[config.mk]
export PLATFORM = sky130hd
export DESIGN_NAME = uart_tx_fifo_flat
export DESIGN_NICKNAME = d
export VERILOG_FILES = /design/src/rtl/uart_tx_fifo_if.sv /design/src/rtl/uart_tx_fifo.sv /design/src/flat_wrapper.sv
export SDC_FILE = /design/constraint.sdc
export NUM_CORES = 1
export LEC_CHECK = 0
export BUFFER_PORTS_ARGS = -buffer_cell sky130_fd_sc_hd__buf_2
export CELL_PAD_IN_SITES_DETAIL_PLACEMENT = 1
export CELL_PAD_IN_SITES_GLOBAL_PLACEMENT = 2
export CORE_ASPECT_RATIO = 1.5
export CORE_MARGIN = 2
export CORE_UTILIZATION = 28
export CTS_CLUSTER_DIAMETER = 120
export DETAILED_ROUTE_END_ITERATION = 10
export PLACE_DENSITY = 0.5
export SLEW_MARGIN = 20
export SYNTH_ARGS = -nofsm -noshare
export SYNTH_HDL_FRONTEND = slang
export SYNTH_SLANG_ARGS = --single-unit
[constraint.sdc]
create_clock -name clk_in -period 6.9 [get_ports clk_in]
set_input_delay 1.725 -clock clk_in [delete_from_list [all_inputs] [get_ports clk_in]]
set_output_delay 1.725 -clock clk_in [all_outputs]
set_load 0.05 [all_outputs]
[src/rtl/uart_tx_fifo_if.sv]
// Write-side handshake, FIFO status and serial line of the buffered UART transmitter.
interface uart_tx_fifo_if;
    logic       wr_en_in;
    logic [7:0] wr_data_in;
    logic       full_out;
    logic       empty_out;
    logic       busy_out;
    logic       overflow_out;
    logic       tx_out;

    modport master (
        output wr_en_in,
        output wr_data_in,
        input  full_out,
        input  empty_out,
        input  busy_out,
        input  overflow_out,
        input  tx_out
    );

    modport slave (
        input  wr_en_in,
        input  wr_data_in,
        output full_out,
        output empty_out,
        output busy_out,
        output overflow_out,
        output tx_out
    );
endinterface

[src/rtl/uart_tx_fifo.sv]
// Buffered UART transmitter: bytes are queued in a circular FIFO and sent as
// start / 8 data (LSB first) / optional parity / stop bits, back-to-back
// while the FIFO holds data. The line is registered from the current state,
// so it trails the FSM by one clock while keeping every bit exactly
// CLKS_PER_BIT clocks long.
module uart_tx_fifo #(
    parameter int unsigned CLKS_PER_BIT    = 868,
    parameter int unsigned PARITY          = 0,
    parameter int unsigned STOP_BITS       = 1,
    parameter int unsigned FIFO_DEPTH_LOG2 = 4
) (
    input logic           clk_in,
    input logic           reset_in,
    uart_tx_fifo_if.slave bus
);

    localparam int unsigned DEPTH = 1 << FIFO_DEPTH_LOG2;
    localparam int unsigned TW    = (CLKS_PER_BIT > 1) ? $clog2(CLKS_PER_BIT) : 1;

    localparam logic [TW-1:0]              T_LAST    = TW'(CLKS_PER_BIT - 1);
    localparam logic [2:0]                 STOP_LAST = 3'(STOP_BITS - 1);
    localparam logic [FIFO_DEPTH_LOG2:0]   CNT_FULL  = (FIFO_DEPTH_LOG2 + 1)'(DEPTH);

    typedef enum logic [2:0] {
        ST_IDLE,
        ST_START,
        ST_DATA,
        ST_PARITY,
        ST_STOP
    } state_t;

    // FIFO storage and bookkeeping
    logic [7:0]                 mem [DEPTH];
    logic [FIFO_DEPTH_LOG2-1:0] wr_ptr_q;
    logic [FIFO_DEPTH_LOG2-1:0] rd_ptr_q;
    logic [FIFO_DEPTH_LOG2:0]   count_q;
    logic [FIFO_DEPTH_LOG2:0]   count_d;
    logic                       full_q;
    logic                       empty_q;
    logic                       ovf_q;
    logic                       wr_acc;
    logic                       pop;
    logic [7:0]                 head;

    // Transmit FSM
    state_t          state_q, state_d;
    logic [TW-1:0]   timer_q, timer_d;
    logic [2:0]      bit_q, bit_d;
    logic [7:0]      shift_q, shift_d;
    logic            par_q, par_d;
    logic            tx_q, tx_d;
    logic            bit_done;

    // A write is accepted purely on the pre-edge full flag, so a same-edge pop never rescues a full FIFO
    assign wr_acc = bus.wr_en_in && !full_q;
    assign head   = mem[rd_ptr_q];

    // Next FIFO occupancy from the accepted write and the FSM pop
    always_comb begin
        count_d = count_q;
        if (wr_acc && !pop) begin
            count_d = count_q + 1'b1;
        end else if (!wr_acc && pop) begin
            count_d = count_q - 1'b1;
        end
    end

    // FIFO storage write; contents need no reset since the pointers define validity
    always_ff @(posedge clk_in) begin
        if (wr_acc) begin
            mem[wr_ptr_q] <= bus.wr_data_in;
        end
    end

    // FIFO pointers, occupancy, registered status flags and sticky overflow
    always_ff @(posedge clk_in) begin
        if (reset_in) begin
            wr_ptr_q <= '0;
            rd_ptr_q <= '0;
            count_q  <= '0;
            full_q   <= 1'b0;
            empty_q  <= 1'b1;
            ovf_q    <= 1'b0;
        end else begin
            if (wr_acc) begin
                wr_ptr_q <= wr_ptr_q + 1'b1;
            end
            if (pop) begin
                rd_ptr_q <= rd_ptr_q + 1'b1;
            end
            if (bus.wr_en_in && full_q) begin
                ovf_q <= 1'b1;
            end
            count_q <= count_d;
            full_q  <= (count_d == CNT_FULL);
            empty_q <= (count_d == '0);
        end
    end

    // Next-state logic: bit timing, bit index, shift register and FIFO pop
    always_comb begin
        state_d  = state_q;
        timer_d  = timer_q;
        bit_d    = bit_q;
        shift_d  = shift_q;
        par_d    = par_q;
        pop      = 1'b0;
        bit_done = (timer_q == T_LAST);

        unique case (state_q)
            ST_IDLE: begin
                if (count_q != '0) begin
                    pop     = 1'b1;
                    state_d = ST_START;
                    timer_d = '0;
                    bit_d   = '0;
                end
            end
            ST_START: begin
                if (bit_done) begin
                    state_d = ST_DATA;
                    timer_d = '0;
                    bit_d   = '0;
                end else begin
                    timer_d = timer_q + 1'b1;
                end
            end
            ST_DATA: begin
                if (bit_done) begin
                    timer_d = '0;
                    shift_d = {1'b0, shift_q[7:1]};
                    if (bit_q == 3'd7) begin
                        bit_d   = '0;
                        state_d = (PARITY != 0) ? ST_PARITY : ST_STOP;
                    end else begin
                        bit_d = bit_q + 3'd1;
                    end
                end else begin
                    timer_d = timer_q + 1'b1;
                end
            end
            ST_PARITY: begin
                if (bit_done) begin
                    state_d = ST_STOP;
                    timer_d = '0;
                    bit_d   = '0;
                end else begin
                    timer_d = timer_q + 1'b1;
                end
            end
            ST_STOP: begin
                if (bit_done) begin
                    timer_d = '0;
                    if (bit_q == STOP_LAST) begin
                        bit_d = '0;
                        // Chain straight into the next frame so no idle gap appears on the line
                        if (count_q != '0) begin
                            pop     = 1'b1;
                            state_d = ST_START;
                        end else begin
                            state_d = ST_IDLE;
                        end
                    end else begin
                        bit_d = bit_q + 3'd1;
                    end
                end else begin
                    timer_d = timer_q + 1'b1;
                end
            end
            default: begin
                state_d = ST_IDLE;
                timer_d = '0;
                bit_d   = '0;
            end
        endcase

        if (pop) begin
            shift_d = head;
            par_d   = (PARITY == 1) ? ~^head : ^head;
        end
    end

    // Line level for the state currently being transmitted
    always_comb begin
        tx_d = 1'b1;
        unique case (state_q)
            ST_IDLE:   tx_d = 1'b1;
            ST_START:  tx_d = 1'b0;
            ST_DATA:   tx_d = shift_q[0];
            ST_PARITY: tx_d = par_q;
            ST_STOP:   tx_d = 1'b1;
            default:   tx_d = 1'b1;
        endcase
    end

    // FSM and line registers; reset aborts any frame and forces the line high
    always_ff @(posedge clk_in) begin
        if (reset_in) begin
            state_q <= ST_IDLE;
            timer_q <= '0;
            bit_q   <= '0;
            shift_q <= '0;
            par_q   <= 1'b0;
            tx_q    <= 1'b1;
        end else begin
            state_q <= state_d;
            timer_q <= timer_d;
            bit_q   <= bit_d;
            shift_q <= shift_d;
            par_q   <= par_d;
            tx_q    <= tx_d;
        end
    end

    assign bus.full_out     = full_q;
    assign bus.empty_out    = empty_q;
    assign bus.busy_out     = (state_q != ST_IDLE);
    assign bus.overflow_out = ovf_q;
    assign bus.tx_out       = tx_q;

endmodule

[src/flat_wrapper.sv]
// flat-port wrapper written by rule: the top's interface ports become plain ports
module uart_tx_fifo_flat 
#(
    parameter int unsigned CLKS_PER_BIT    = 868,
    parameter int unsigned PARITY          = 0,
    parameter int unsigned STOP_BITS       = 1,
    parameter int unsigned FIFO_DEPTH_LOG2 = 4
)
  (clk_in, reset_in, bus_wr_en_in, bus_wr_data_in, bus_full_out, bus_empty_out, bus_busy_out, bus_overflow_out, bus_tx_out);
  uart_tx_fifo_if bus_i ();
  input logic clk_in;
  input logic reset_in;
  input wire logic [$bits(bus_i.wr_en_in)-1:0] bus_wr_en_in;
  input wire logic [$bits(bus_i.wr_data_in)-1:0] bus_wr_data_in;
  output wire logic [$bits(bus_i.full_out)-1:0] bus_full_out;
  output wire logic [$bits(bus_i.empty_out)-1:0] bus_empty_out;
  output wire logic [$bits(bus_i.busy_out)-1:0] bus_busy_out;
  output wire logic [$bits(bus_i.overflow_out)-1:0] bus_overflow_out;
  output wire logic [$bits(bus_i.tx_out)-1:0] bus_tx_out;
  assign bus_i.wr_en_in = bus_wr_en_in;
  assign bus_i.wr_data_in = bus_wr_data_in;
  assign bus_full_out = bus_i.full_out;
  assign bus_empty_out = bus_i.empty_out;
  assign bus_busy_out = bus_i.busy_out;
  assign bus_overflow_out = bus_i.overflow_out;
  assign bus_tx_out = bus_i.tx_out;
  uart_tx_fifo #(.CLKS_PER_BIT(CLKS_PER_BIT), .PARITY(PARITY), .STOP_BITS(STOP_BITS), .FIFO_DEPTH_LOG2(FIFO_DEPTH_LOG2)) u_core (.clk_in(clk_in), .reset_in(reset_in), .bus(bus_i));
endmodule
Word-level counts from Yosys, hierarchy flattened
Memories as Yosys holds them, arrays and structs flattened. A register that Yosys moved wholly into a read port is not among the register bits.
Index checks and enable logic that the tools add are counted.
{"block": "op_classes", "n_eq_ne": 15, "n_addsub": 6, "mux": 33, "reduce_logical": 20}
{"operator": "3-bit 2-to-1 mux", "n": 13}
{"operator": "8-bit 2-to-1 mux", "n": 3}
{"operator": "10-bit 2-to-1 mux", "n": 2}
{"operator": "10-bit one-hot mux with 2 select lines", "n": 1}
{"operator": "2-bit by 1-bit != test with 1-bit output, second input constant", "n": 8}
{"operator": "3-bit one-hot mux with 5 select lines", "n": 1}
{"operator": "3-bit one-hot mux with 4 select lines", "n": 1}
{"operator": "10-bit by 1-bit adder with 10-bit output, second input constant", "n": 1}
{"operator": "10-bit equality test, second input constant", "n": 1}
{"operator": "5-bit 2-to-1 mux", "n": 2}
{"operator": "4-bit by 1-bit adder with 4-bit output, second input constant", "n": 2}
{"operator": "4-bit 2-to-1 mux", "n": 2}
{"operator": "8-bit parity", "n": 1}
{"operator": "7-bit AND reduction", "n": 1}
{"operator": "3-bit by 2-bit equality test with 1-bit output, second input constant", "n": 2}
{"operator": "3-bit equality test, second input constant", "n": 2}
{"operator": "3-bit zero test", "n": 2}
{"operator": "1-bit 2-to-1 mux", "n": 6}
{"operator": "5-bit by 1-bit adder with 5-bit output, second input constant", "n": 1}
{"operator": "5-bit equality test, second input constant", "n": 1}
{"operator": "5-bit zero test", "n": 1}
{"operator": "5-bit nonzero test", "n": 1}
{"operator": "5-bit by 1-bit subtractor with 5-bit output, second input constant", "n": 1}
{"operator": "1-bit logical AND", "n": 4}
{"operator": "other kinds (11)", "n": 14}
{"block": "word_totals", "ram_bits": 128, "input_bits": 11, "regBits": 42, "word_cells": 87, "n_memories": 1}
{"memory": "u_core.mem", "words": 16, "word_bits": 8, "rd": 1, "rd_ports_with_merged_regs": 1, "wr": 1, "line_no": "uart_tx_fifo.sv:33", "source": "logic [7:0] mem [DEPTH];"}

Longest topological paths before layout
Gate-level depths: netlist (run 1).
{"block": "logic_depth", "word_depth": 9, "ltp_mapped": 10}

Least setup slack after synthesis (run 1)
OpenSTA, ideal clock, no wires.
{"block": "synth_timing", "path_kind": "input -> register", "from": "input port bus_wr_en_in", "to": "memory u_core.mem[3][0] (enable)", "path_buffers": 1, "slack_ns": 3.541, "t_required_ns": 6.517, "arrival_ns": 2.976, "stages": 4, "setup_ns": 0.383, "cell_sequence": "nor2b_1 > clkbuf_1 > nand2_1 > nor3_1"}
{"block": "synth_between", "elab_chain_len": 3}
{"item": "from (decl)", "line_no": "flat_wrapper.sv:13", "source": "input wire logic [$bits(bus_i.wr_en_in)-1:0] bus_wr_en_in;"}
{"item": "1-bit logical AND", "line_no": "uart_tx_fifo.sv:55", "source": "assign wr_acc = bus.wr_en_in && !full_q;"}
{"item": "1-bit 2-to-1 mux", "line_no": "uart_tx_fifo.sv:70", "source": "if (wr_acc) begin"}
{"item": "1-bit 2-to-1 mux (implied by the code)", "line_no": "uart_tx_fifo.sv:71", "source": "mem[wr_ptr_q] <= bus.wr_data_in;"}
{"item": "to (decl)", "line_no": "uart_tx_fifo.sv:33"}
No other way between the ends.

Worst setup path in the final report (run 1)
{"block": "layout_timing", "from": "register u_core.state_q[2]", "to": "output port bus_busy_out"}
{"block": "layout_between", "elab_chain_len": 1}
{"item": "from (decl)", "line_no": "uart_tx_fifo.sv:46", "source": "state_t state_q, state_d;"}
{"item": "from (signal assigned)", "line_no": "uart_tx_fifo.sv:206", "source": "state_q <= state_d;"}
{"item": "3-bit nonzero test", "line_no": "uart_tx_fifo.sv:217", "source": "assign bus.busy_out = (state_q != ST_IDLE);"}
{"item": "to (decl)", "line_no": "flat_wrapper.sv:17", "source": "output wire logic [$bits(bus_i.busy_out)-1:0] bus_busy_out;"}
No other way between the ends.

==> reports/qor.txt, run 1 <==
Post-CTS setup buffer count = 0
DR vias = 3807
N_diodes = 0
Hold Fails Final Rpt = 0
Routed wire length = 16400 um
Crit. Startpoint = u_core.state_q[2]
Skew final = 0.00747 ns
HPWL Detailed = 11500 um
Number of nets in the layout = 507
CTS tree = yes
Comb power frac = 29.3%
Hold path start = u_core.shift_q[7]
Outcome = complete, no violations
Global-route wire length before repair = 25400 um
Sequential fraction of the synthesis area = 66.8%
DRC = 0
Rel. slew slack = 33.9%
P_int = 2.09 mW
Die Ht = 200 um
Worst-Skew Late Latency = 0.42 ns
CP Data Required Time = 5.18 ns
Via/cell ratio = 4.62
Area Overhead vs Synth = 13.5%
Clk root buf = clkbuf_16
R2R cell count = 8
WHS = 0.468 ns
Reg2reg setup slack = 4.11 ns
Hold Path Stages = 2
Layout cells sized above 1 = 17.7%
Final std cells w/o fill = 824
Vias in the first global route = 4249
Syn_area_per_cell = 15.2 um2
RSZ-0062 raised after global routing = no
Inst Count DP = 793
Inserted Clock Buffers = 17
CP Capture Type = output pin
Worst-path clk slew = 0.07 ns
Setup WS pre-CTS = 3.17 ns
Synthesized flop and latch total = 174
Reg-to-Reg End = u_core.par_q
Leak = 2.65 nW
Crit-path max FO = 10
Cell taking the most area after synthesis = edfxtp_1
Fin crit period = 3.25 ns
Synth Cell Area = 7140 um2
Cells after synthesis = 471
Type of the worst setup path = flop to output pin
Clock sink count = 174
Largest net degree at the start of global routing = 35
Hold Path Class = flop to flop
Switching power = 0.995 mW
Clk network pwr share = 29.4%
Total gr overflow = 0
Routed length per placed instance = 19.9 um
Data arrival time of the worst path = 1.52 ns
Final Power = 3.09 mW
Initial Util = 28.5%
Synth warn = 0
Clock Path Buffers = 2
Synth async-reset ratio = 0%
Synth Flop Type = edfxtp_1
All-layer global routing usage = 13.2%
Startpoint types = flop
Reg power frac = 41.4%
Final setup viols = 0
Die X = 134 um
IO Port Bufs = 15
Final worst-path cycle share = 47.1%
Power per Cell Area = 381 nW/um2
Post-CTS Hold Buffers = 0
VDD IR max = 0.167 mV
Fin Setup TNS = 0 ns
Worst Tran Pin Value = 0.984 ns
Initial antenna violation count = 0
Synth top cells by count = edfxtp_1 (128), nor2_1 (54), dfxtp_1 (46)
H-Tree Level Count = 4
Max Freq = 308 MHz
Worst Hold Path EP = u_core.shift_q[7]
Top-count cell post-synth = edfxtp_1
Post-DRT Antenna Nets = 0
Core ar. = 25100 um2
Maxcap violations = 0
Number of top-level pins = 16
Slew Limit Fails = 0
Post-synth EDFFs = 128
Final worst setup slack = 3.65 ns
Die area = 26800 um2
Pre-antenna DRT Iters = 4
Largest cells by area after synthesis = edfxtp_1 (54%), dfxtp_1 (13%), mux4_2 (10%), nor2_1 (2.8%), ha_1 (2.1%)
Iter 0 DRT Violations = 184
Switching share of power = 32.2%
Fillers = 2649
Post-CTS sizing = 0
RePlAce Congestion = 0.756
Post-Syn Nets = 494
Core Rows = 71
Synth top area share = 53.9%
Synth cell types = 44
stage by stage:
step / utilization [%] / area [um2]
after CTS: 32.3 / 8090
after global routing: 32.3 / 8100
final: 32.3 / 8100
after floorplan: - / 7140
after detailed placement: 30.1 / 7530
after global placement: 30.1 / 7530
metal layers:
layer / wire [um] / vias to the layer above / global-route usage (%)
li1: - / 1795 / -
met1: 6300 / 1943 / 14.0
met2: 9300 / 50 / 25.3
met3: 364 / 19 / 2.51
met4: 468 / 0 / 5.89
met5: 0 / - / 0
cells by family (layout without fill, tap and decap cells):
logic type | count (synthesis) | count (layout) | share of synthesized area [%]
xor gates and xnor gates | 27 | 27 | 3.42
adders and majority gates | 12 | 12 | 2.10
buffers and inverters | 33 | 58 | 2.09
and+or+nand+nor | 134 | 134 | 8.91
DFF | 174 | 174 | 66.8
muxes | 44 | 44 | 11.8
AOI/OAI and AO/OA | 47 | 47 | 4.94
critical path: stages, from the launching register on:
cell	delay (ns)
dfxtp_1	0.44
or3_1	0.44
buf_2	0.23
state kept, by name (all words and copies together), names as in the netlist, named ones only:
register / count
u_core.par_q: 1
u_core.bus.empty_out: 1
u_core.wr_ptr_q: 4
u_core.state_q: 3
u_core.count_q: 5
u_core.shift_q: 8
u_core.bus.full_out: 1
u_core.bit_q: 3
u_core.bus.overflow_out: 1
u_core.bus.tx_out: 1
u_core.timer_q: 10
u_core.rd_ptr_q: 4
u_core.mem: 128
area by class of cell:
class | instances | area [um2] | share of cell area [%]
inverters | 9 | 33.8 | 0.417
clock buffers | 19 | 433 | 5.34
repair buffers | 18 | 97.6 | 1.20
clock inverters | 12 | 123 | 1.51
multi-input cells | 264 | 2240 | 27.6
flip-flops and latches | 174 | 4770 | 58.8
well taps | 328 | 410 | 5.07
worst max-delay path by stage:
stage	to	slack, ns
global placement	u_core.mem[3][0]	3.28
global route	bus_busy_out	3.58
detailed placement	u_core.mem[0][1]	3.17
CTS	bus_busy_out	3.60
floorplan	u_core.mem[3][0]	3.54
finish	bus_busy_out	3.65
power groups by stage:
stage	Sequential, mW	Clock, mW	Combinational, mW
final	1.28	0.907	0.905
after detailed placement	1.30	0	0.929
after global routing	1.29	0.979	1.01
after floorplan	1.30	0	0.719
after CTS	1.28	0.939	0.931
after global placement	1.30	0	0.924
placed cells by master (no fill, tap or decap), types with 3 or more instances in the layout:
cell	synthesis	final
a211oi_1	10	10
a21oi_1	11	11
a22oi_1	16	16
buf_2	2	15
buf_4	4	3
clkbuf_16	0	17
clkinv_1	0	3
clkinv_4	0	3
dfxtp_1	46	45
edfxtp_1	128	128
ha_1	12	12
inv_1	9	9
mux2i_1	12	12
mux4_2	32	32
nand2_1	35	35
nand2b_1	7	7
nand3_1	6	6
nand4_1	7	7
nor2_1	54	54
nor2b_1	3	3
nor3_1	7	4
nor3_2	0	3
xnor2_1	15	15
xor2_1	11	11
No activity file was read; power rests on OpenSTA's default activity.
==> run 2, diff against run 1 <==
--- a/config.mk
+++ b/config.mk
@@ -13,7 +13,7 @@
 export CORE_UTILIZATION = 28
 export CTS_CLUSTER_DIAMETER = 120
 export DETAILED_ROUTE_END_ITERATION = 10
-export PLACE_DENSITY = 0.5
+export PLACE_DENSITY = 0.52
 export SLEW_MARGIN = 20
 export SYNTH_ARGS = -nofsm -noshare
 export SYNTH_HDL_FRONTEND = slang
==> constraint.sdc (replaced) <==
create_clock -name clk_in -period 2.9 [get_ports clk_in]
set_input_delay 0.725 -clock clk_in [delete_from_list [all_inputs] [get_ports clk_in]]
set_output_delay 0.725 -clock clk_in [all_outputs]
set_load 0.05 [all_outputs]
==> reports/qor.txt, run 2 (synthesis gave the netlist of run 1 again) <==
CP Data Required Time = 3.26 ns (-1.92 ns)
Post-DRT Antenna Nets = 0 (unchanged)
Slew Limit Fails = 0 (unchanged)
Largest regs = u_core.mem x128, u_core.timer_q x10, u_core.shift_q x8
IO Port Bufs = 15 (unchanged)
N_diodes = 0 (unchanged)
DRC = 0 (unchanged)
Commonest cells after routing, fill and taps aside = edfxtp_1 (128), nor2_1 (54), dfxtp_1 (45)
Leak = 2.76 nW (+3.8%)
Hold path start = u_core.bit_q[1]
Type of the worst setup path = flop to flop
All-layer global routing usage = 12.3% (-0.92 points)
RePlAce Congestion = 0.717 (-5.3%)
Clock Path Buffers = 2 (unchanged)
DR vias = 3860 (+1.4%)
Fin crit period = 2.67 ns
Clock sink count = 174 (unchanged)
Slowest CP cell = nor4b_1
R2R cell count = 8 (unchanged)
Design area = 8250 um2 (+1.8%)
Data arrival time of the worst path = 3.03 ns (+1.51 ns)
Initial Util = 28.5% (unchanged)
Final Power = 7.27 mW (+140%)
CP Capture Type = flop
Hold Path Class = flop to flop
Initial antenna violation count = 0 (unchanged)
Final worst-path cycle share = 92.1%
Area Overhead vs Synth = 15.6%
Reg-to-Reg End = u_core.timer_q[6]
Startpoint types = flop
Die X = 134 um (unchanged)
Skew final = 0.00756 ns (+0.0000831 ns)
Inserted Clock Buffers = 17 (unchanged)
CTS tree = yes
Max reg flops = 128 (unchanged)
Iter 0 DRT Violations = 161 (-13%)
RSZ-0062 raised after global routing = no
Hold Fails Final Rpt = 0 (unchanged)
Vias in the first global route = 4267 (+0.42%)
Largest net degree at the start of global routing = 33 (-5.7%)
Commonest non-fill, non-tap cell in the layout = edfxtp_1
Maxcap violations = 0 (unchanged)
Clk root buf = clkbuf_16
Number of nets in the layout = 530 (+4.5%)
Post-CTS sizing = 0 (unchanged)
Worst Tran Pin Value = 0.710 ns (-0.274 ns)
CP max stage delay = 0.59 ns (+0.15 ns)
Hold Path Stages = 2 (unchanged)
HPWL Detailed = 11200 um (-2.9%)
Power per Cell Area = 882 nW/um2 (+130%)
Worst Hold Path EP = u_core.bit_q[1]
Top reg by flops = u_core.mem
Max Freq = 375 MHz
Crit-path max FO = 10 (unchanged)
Via/cell ratio = 4.55 (-1.5%)
Global-route wire length before repair = 24400 um (-3.9%)
Worst-Skew Late Latency = 0.43 ns (about the same)
Number of top-level pins = 16 (unchanged)
Core Rows = 71 (unchanged)
Routed wire length = 15300 um (-6.7%)
Final setup viols = 0 (unchanged)
Core ar. = 25100 um2 (unchanged)
Reg2reg setup slack = 0.23 ns (-3.88 ns)
H-Tree Level Count = 4 (unchanged)
Fin Setup TNS = 0 ns (unchanged)
RR Startpoint = u_core.count_q[0]
Rel. slew slack = 52.0% (+18 points)
Post-CTS Hold Buffers = 0 (unchanged)
Pre-antenna DRT Iters = 4 (unchanged)
Die Ht = 200 um (unchanged)
Fillers = 2656 (+0.26%)
Worst-path clk slew = 0.07 ns (about the same)
Setup WS pre-CTS = 0.127 ns (-3.04 ns)
Outcome = complete, no violations
Die area = 26800 um2 (unchanged)
Post-CTS setup buffer count = 0 (unchanged)
Most frequent cell on the critical path = nor2_1
Post-DP Area = 7730 um2 (+2.6%)
Post-Route Utilization = 32.9% (+0.59 points)
Routed length per placed instance = 18.1 um (-9.4%)
VDD IR max = 0.436 mV (+160%)
Total gr overflow = 0 (unchanged)
Layout cells sized above 1 = 21.2% (+3.4 points)
Final worst setup slack = 0.231 ns (-3.42 ns)
Crit-path cells = inv_1 > ha_1 > nor4b_1 > nor2_1 > a311oi_1 > a31o_2 > nand2b_1 > nor2_1
## run 2: worst max-delay path: cells and delay by family (launching register included)
kind            cells  cell delay (ns)
flops               1             0.35
buf+inv             1             0.13
simple gates        4             1.32
fa+ha+maj           1             0.16
compound gates      2             0.64
## run 2: layer usage
layer | global-route usage, % | up-vias | wire [um]
met5 | 0 | - | 0
li1 | - | 1845 | -
met1 | 12.6 | 1955 | 5810
met3 | 2.71 | 17 | 337
met4 | 4.83 | 0 | 221
met2 | 24.1 | 43 | 8950
## run 2: worst max-delay path by stage
| stage | cells after the start | slack [ns] | to | startpoint |
|---|---|---|---|---|
| final | 8 | 0.23 | u_core.timer_q[6] | u_core.count_q[0] |
| after global placement | 8 | 0.13 | u_core.timer_q[4] | u_core.count_q[0] |
| after floorplan | 4 | 0.54 | u_core.mem[3][0] | bus_wr_en_in |
| after global routing | 8 | 0.06 | u_core.timer_q[6] | u_core.count_q[0] |
| after detailed placement | 8 | 0.13 | u_core.timer_q[9] | u_core.count_q[0] |
| after CTS | 8 | 0.1 | u_core.timer_q[6] | u_core.count_q[0] |
## run 2: power breakdown
group / switching, mW / internal, mW / leakage [nW]
clock: 0.961 / 1.10 / 0.250
sequential: 0.172 / 2.87 / 1.53
combinational: 1.23 / 0.935 / 0.973
total: 2.37 / 4.91 / 2.76
## run 2: layout make-up
cell class | count | area [um2] | share of cell area [%]
Clock buffer | 20 | 437 | 5.29
Clock inverter | 12 | 85.1 | 1.03
Inverter | 9 | 33.8 | 0.409
Multi-Input combinational cell | 264 | 2220 | 26.9
Sequential cell | 174 | 4770 | 57.8
Tap cell | 328 | 410 | 4.97
Timing Repair Buffer | 41 | 295 | 3.58
## run 2: metrics by stage
step           std cells  hold slack [ns]
3_5_place_dp         816            0.473
6_report             848            0.479
3_3_place_gp         816            0.448
4_1_cts              848            0.486
5_1_grt              848            0.516
2_1_floorplan        471            0.447
==> run 3, diff against run 2 <==
--- a/config.mk
+++ b/config.mk
@@ -10,10 +10,11 @@
 export CELL_PAD_IN_SITES_GLOBAL_PLACEMENT = 2
 export CORE_ASPECT_RATIO = 1.5
 export CORE_MARGIN = 2
-export CORE_UTILIZATION = 28
+export CORE_UTILIZATION = 30
 export CTS_CLUSTER_DIAMETER = 120
 export DETAILED_ROUTE_END_ITERATION = 10
-export PLACE_DENSITY = 0.52
+export PLACE_DENSITY = 0.55
+export SKIP_CTS_REPAIR_TIMING = 1
 export SLEW_MARGIN = 20
 export SYNTH_ARGS = -nofsm -noshare
 export SYNTH_HDL_FRONTEND = slang
==> reports/qor.txt, run 3 (synthesis gave the netlist of run 1 again) <==
Rel. slew slack = 60.0% (+8.0 points)
Clock sink count = 174 (unchanged)
Crit-path max FO = 8 (-2)
Iter 0 DRT Violations = 173 (+7.5%)
Fin Setup TNS = 0 ns (unchanged)
Leak = 2.79 nW (+1.2%)
Power per Cell Area = 925 nW/um2 (+4.9%)
DR top layer = met4
Startpoint types = flop
DR vias = 3925 (+1.7%)
Wl on met1 = 6550 um (+13%)
Skew final = 0.0176 ns (+0.0101 ns)
CP Capture Type = flop
All-layer global routing usage = 14.4% (+2.0 points)
N_diodes = 0 (unchanged)
Switching share of power = 31.8% (-0.68 points)
Die Ht = 193 um (-3.3%)
Hold Fails Final Rpt = 0 (unchanged)
HPWL Detailed = 11300 um (+0.98%)
Comb power frac = 28.9% (-0.9 points)
Data arrival time of the worst path = 2.86 ns (-0.17 ns)
Fin crit period = 2.50 ns (-0.167 ns)
Slew Limit Fails = 0 (unchanged)
Total gr overflow = 0 (unchanged)
Largest net degree at the start of global routing = 33 (unchanged)
Inserted Clock Buffers = 17 (unchanged)
RSZ-0062 raised after global routing = no
Core ar. = 23600 um2 (-5.9%)
Number of top-level pins = 16 (unchanged)
Worst-Skew Late Latency = 0.44 ns (about the same)
Final worst-path cycle share = 86.3% (-5.8 points)
Initial Util = 30.3% (+1.8 points)
Core Rows = 69 (-2.8%)
Worst Tran Pin Value = 0.598 ns (-0.111 ns)
Die area = 25100 um2 (-6.5%)
Max Freq = 400 MHz (+6.7%)
Fillers = 2438 (-8.2%)
Routed length per placed instance = 19.8 um (+9.3%)
Top reg by flops = u_core.mem
RePlAce Congestion = 0.751 (+4.8%)
Switching power = 2.45 mW (+3.6%)
Type of the worst setup path = flop to flop
Commonest cells after routing, fill and taps aside = edfxtp_1 (128), nor2_1 (54), dfxtp_1 (45)
DRC = 0 (unchanged)
Outcome = complete, no violations
Worst-path clk slew = 0.07 ns (about the same)
Metal3 WL = 318 um (-5.6%)
Clk network pwr share = 31.5% (+3.2 points)
Post-DRT Antenna Nets = 0 (unchanged)
Largest regs = u_core.mem x128, u_core.timer_q x10, u_core.shift_q x8
Routed wire length = 16500 um (+7.9%)
Commonest non-fill, non-tap cell in the layout = edfxtp_1
Number of nets in the layout = 528 (-0.38%)
Layout cells sized above 1 = 21.0% (-0.11 points)
Maxcap violations = 0 (unchanged)
Pre-antenna DRT Iters = 4 (unchanged)
Die X = 130 um (-3.3%)
P_int = 5.24 mW (+6.8%)
Initial antenna violation count = 0 (unchanged)
Reg power frac = 39.6% (-2.3 points)
VDD IR max = 0.436 mV (about the same)
Global-route wire length before repair = 25900 um (+5.9%)
Clk root buf = clkbuf_16
Met2 WL post-DR = 9170 um (+2.5%)
Inst Count DP = 805 (-1.3%)
CP Data Required Time = 3.26 ns (about the same)
Max reg flops = 128 (unchanged)
Final std cells w/o fill = 837 (-1.3%)
Area Overhead vs Synth = 16.6%
Vias in the first global route = 4347 (+1.9%)
Hold Path Class = flop to flop
IO Port Bufs = 15 (unchanged)
H-Tree Level Count = 4 (unchanged)
CTS tree = yes
Clock Path Buffers = 2 (unchanged)
Final setup viols = 0 (unchanged)
Via/cell ratio = 4.69 (+3.0%)
run 3: power by group through the flow:
| stage | Clock (mW) | Sequential, mW | Combinational, mW |
|---|---|---|---|
| after floorplan | 0 | 3.09 | 1.71 |
| after global placement | 0 | 3.10 | 2.25 |
| after detailed placement | 0 | 3.10 | 2.28 |
| after CTS | 2.50 | 3.05 | 2.29 |
| after global routing | 2.58 | 3.08 | 2.49 |
| final | 2.42 | 3.05 | 2.23 |
run 3: final timing paths:
kind                            from                 endpoint  slack, ns  depth (start not counted)
min reg2reg  u_core.bus.overflow_out  u_core.bus.overflow_out       0.49                          2
max reg2reg                     flop             u_core.par_q       0.40                          8
min          u_core.bus.overflow_out  u_core.bus.overflow_out       0.49                          2
max                             flop             u_core.par_q       0.40                          8
run 3: routing by layer:
metal	vias to the layer above	global-route usage, %
met5	-	0
met4	0	6.41
met3	23	2.97
met2	43	26.1
met1	2013	16.0
li1	1846	-
run 3: metrics by stage:
step	setup WS [ns]	hold slack [ns]	power [mW]	util, %	instance area, um2
2_1_floorplan	0.541	0.447	4.80	-	7140
3_3_place_gp	0.373	0.463	5.35	32.7	7700
3_5_place_dp	0.342	0.483	5.38	32.7	7700
4_1_cts	0.335	0.499	7.84	35.3	8320
5_1_grt	0.222	0.522	8.15	35.3	8320
6_report	0.397	0.485	7.69	35.3	8320
run 3: area by class of cell:
| class | count | area, um2 | share of cell area [%] |
|---|---|---|---|
| Clock buffer | 19 | 433 | 5.20 |
| Clock inverter | 13 | 186 | 2.24 |
| Inverter | 9 | 33.8 | 0.406 |
| Multi-Input combinational cell | 264 | 2220 | 26.7 |
| Sequential cell | 174 | 4770 | 57.3 |
| Tap cell | 319 | 399 | 4.80 |
| Timing Repair Buffer | 39 | 280 | 3.37 |
run 3: worst max-delay path: stages (launching register included):
cell and delay (ns):
dfxtp_2 0.36, buf_4 0.23, mux4_2 0.55, a22oi_1 0.39, nand2_1 0.17, xnor2_1 0.17
xnor2_1 0.24, xnor2_1 0.11, a211oi_1 0.22
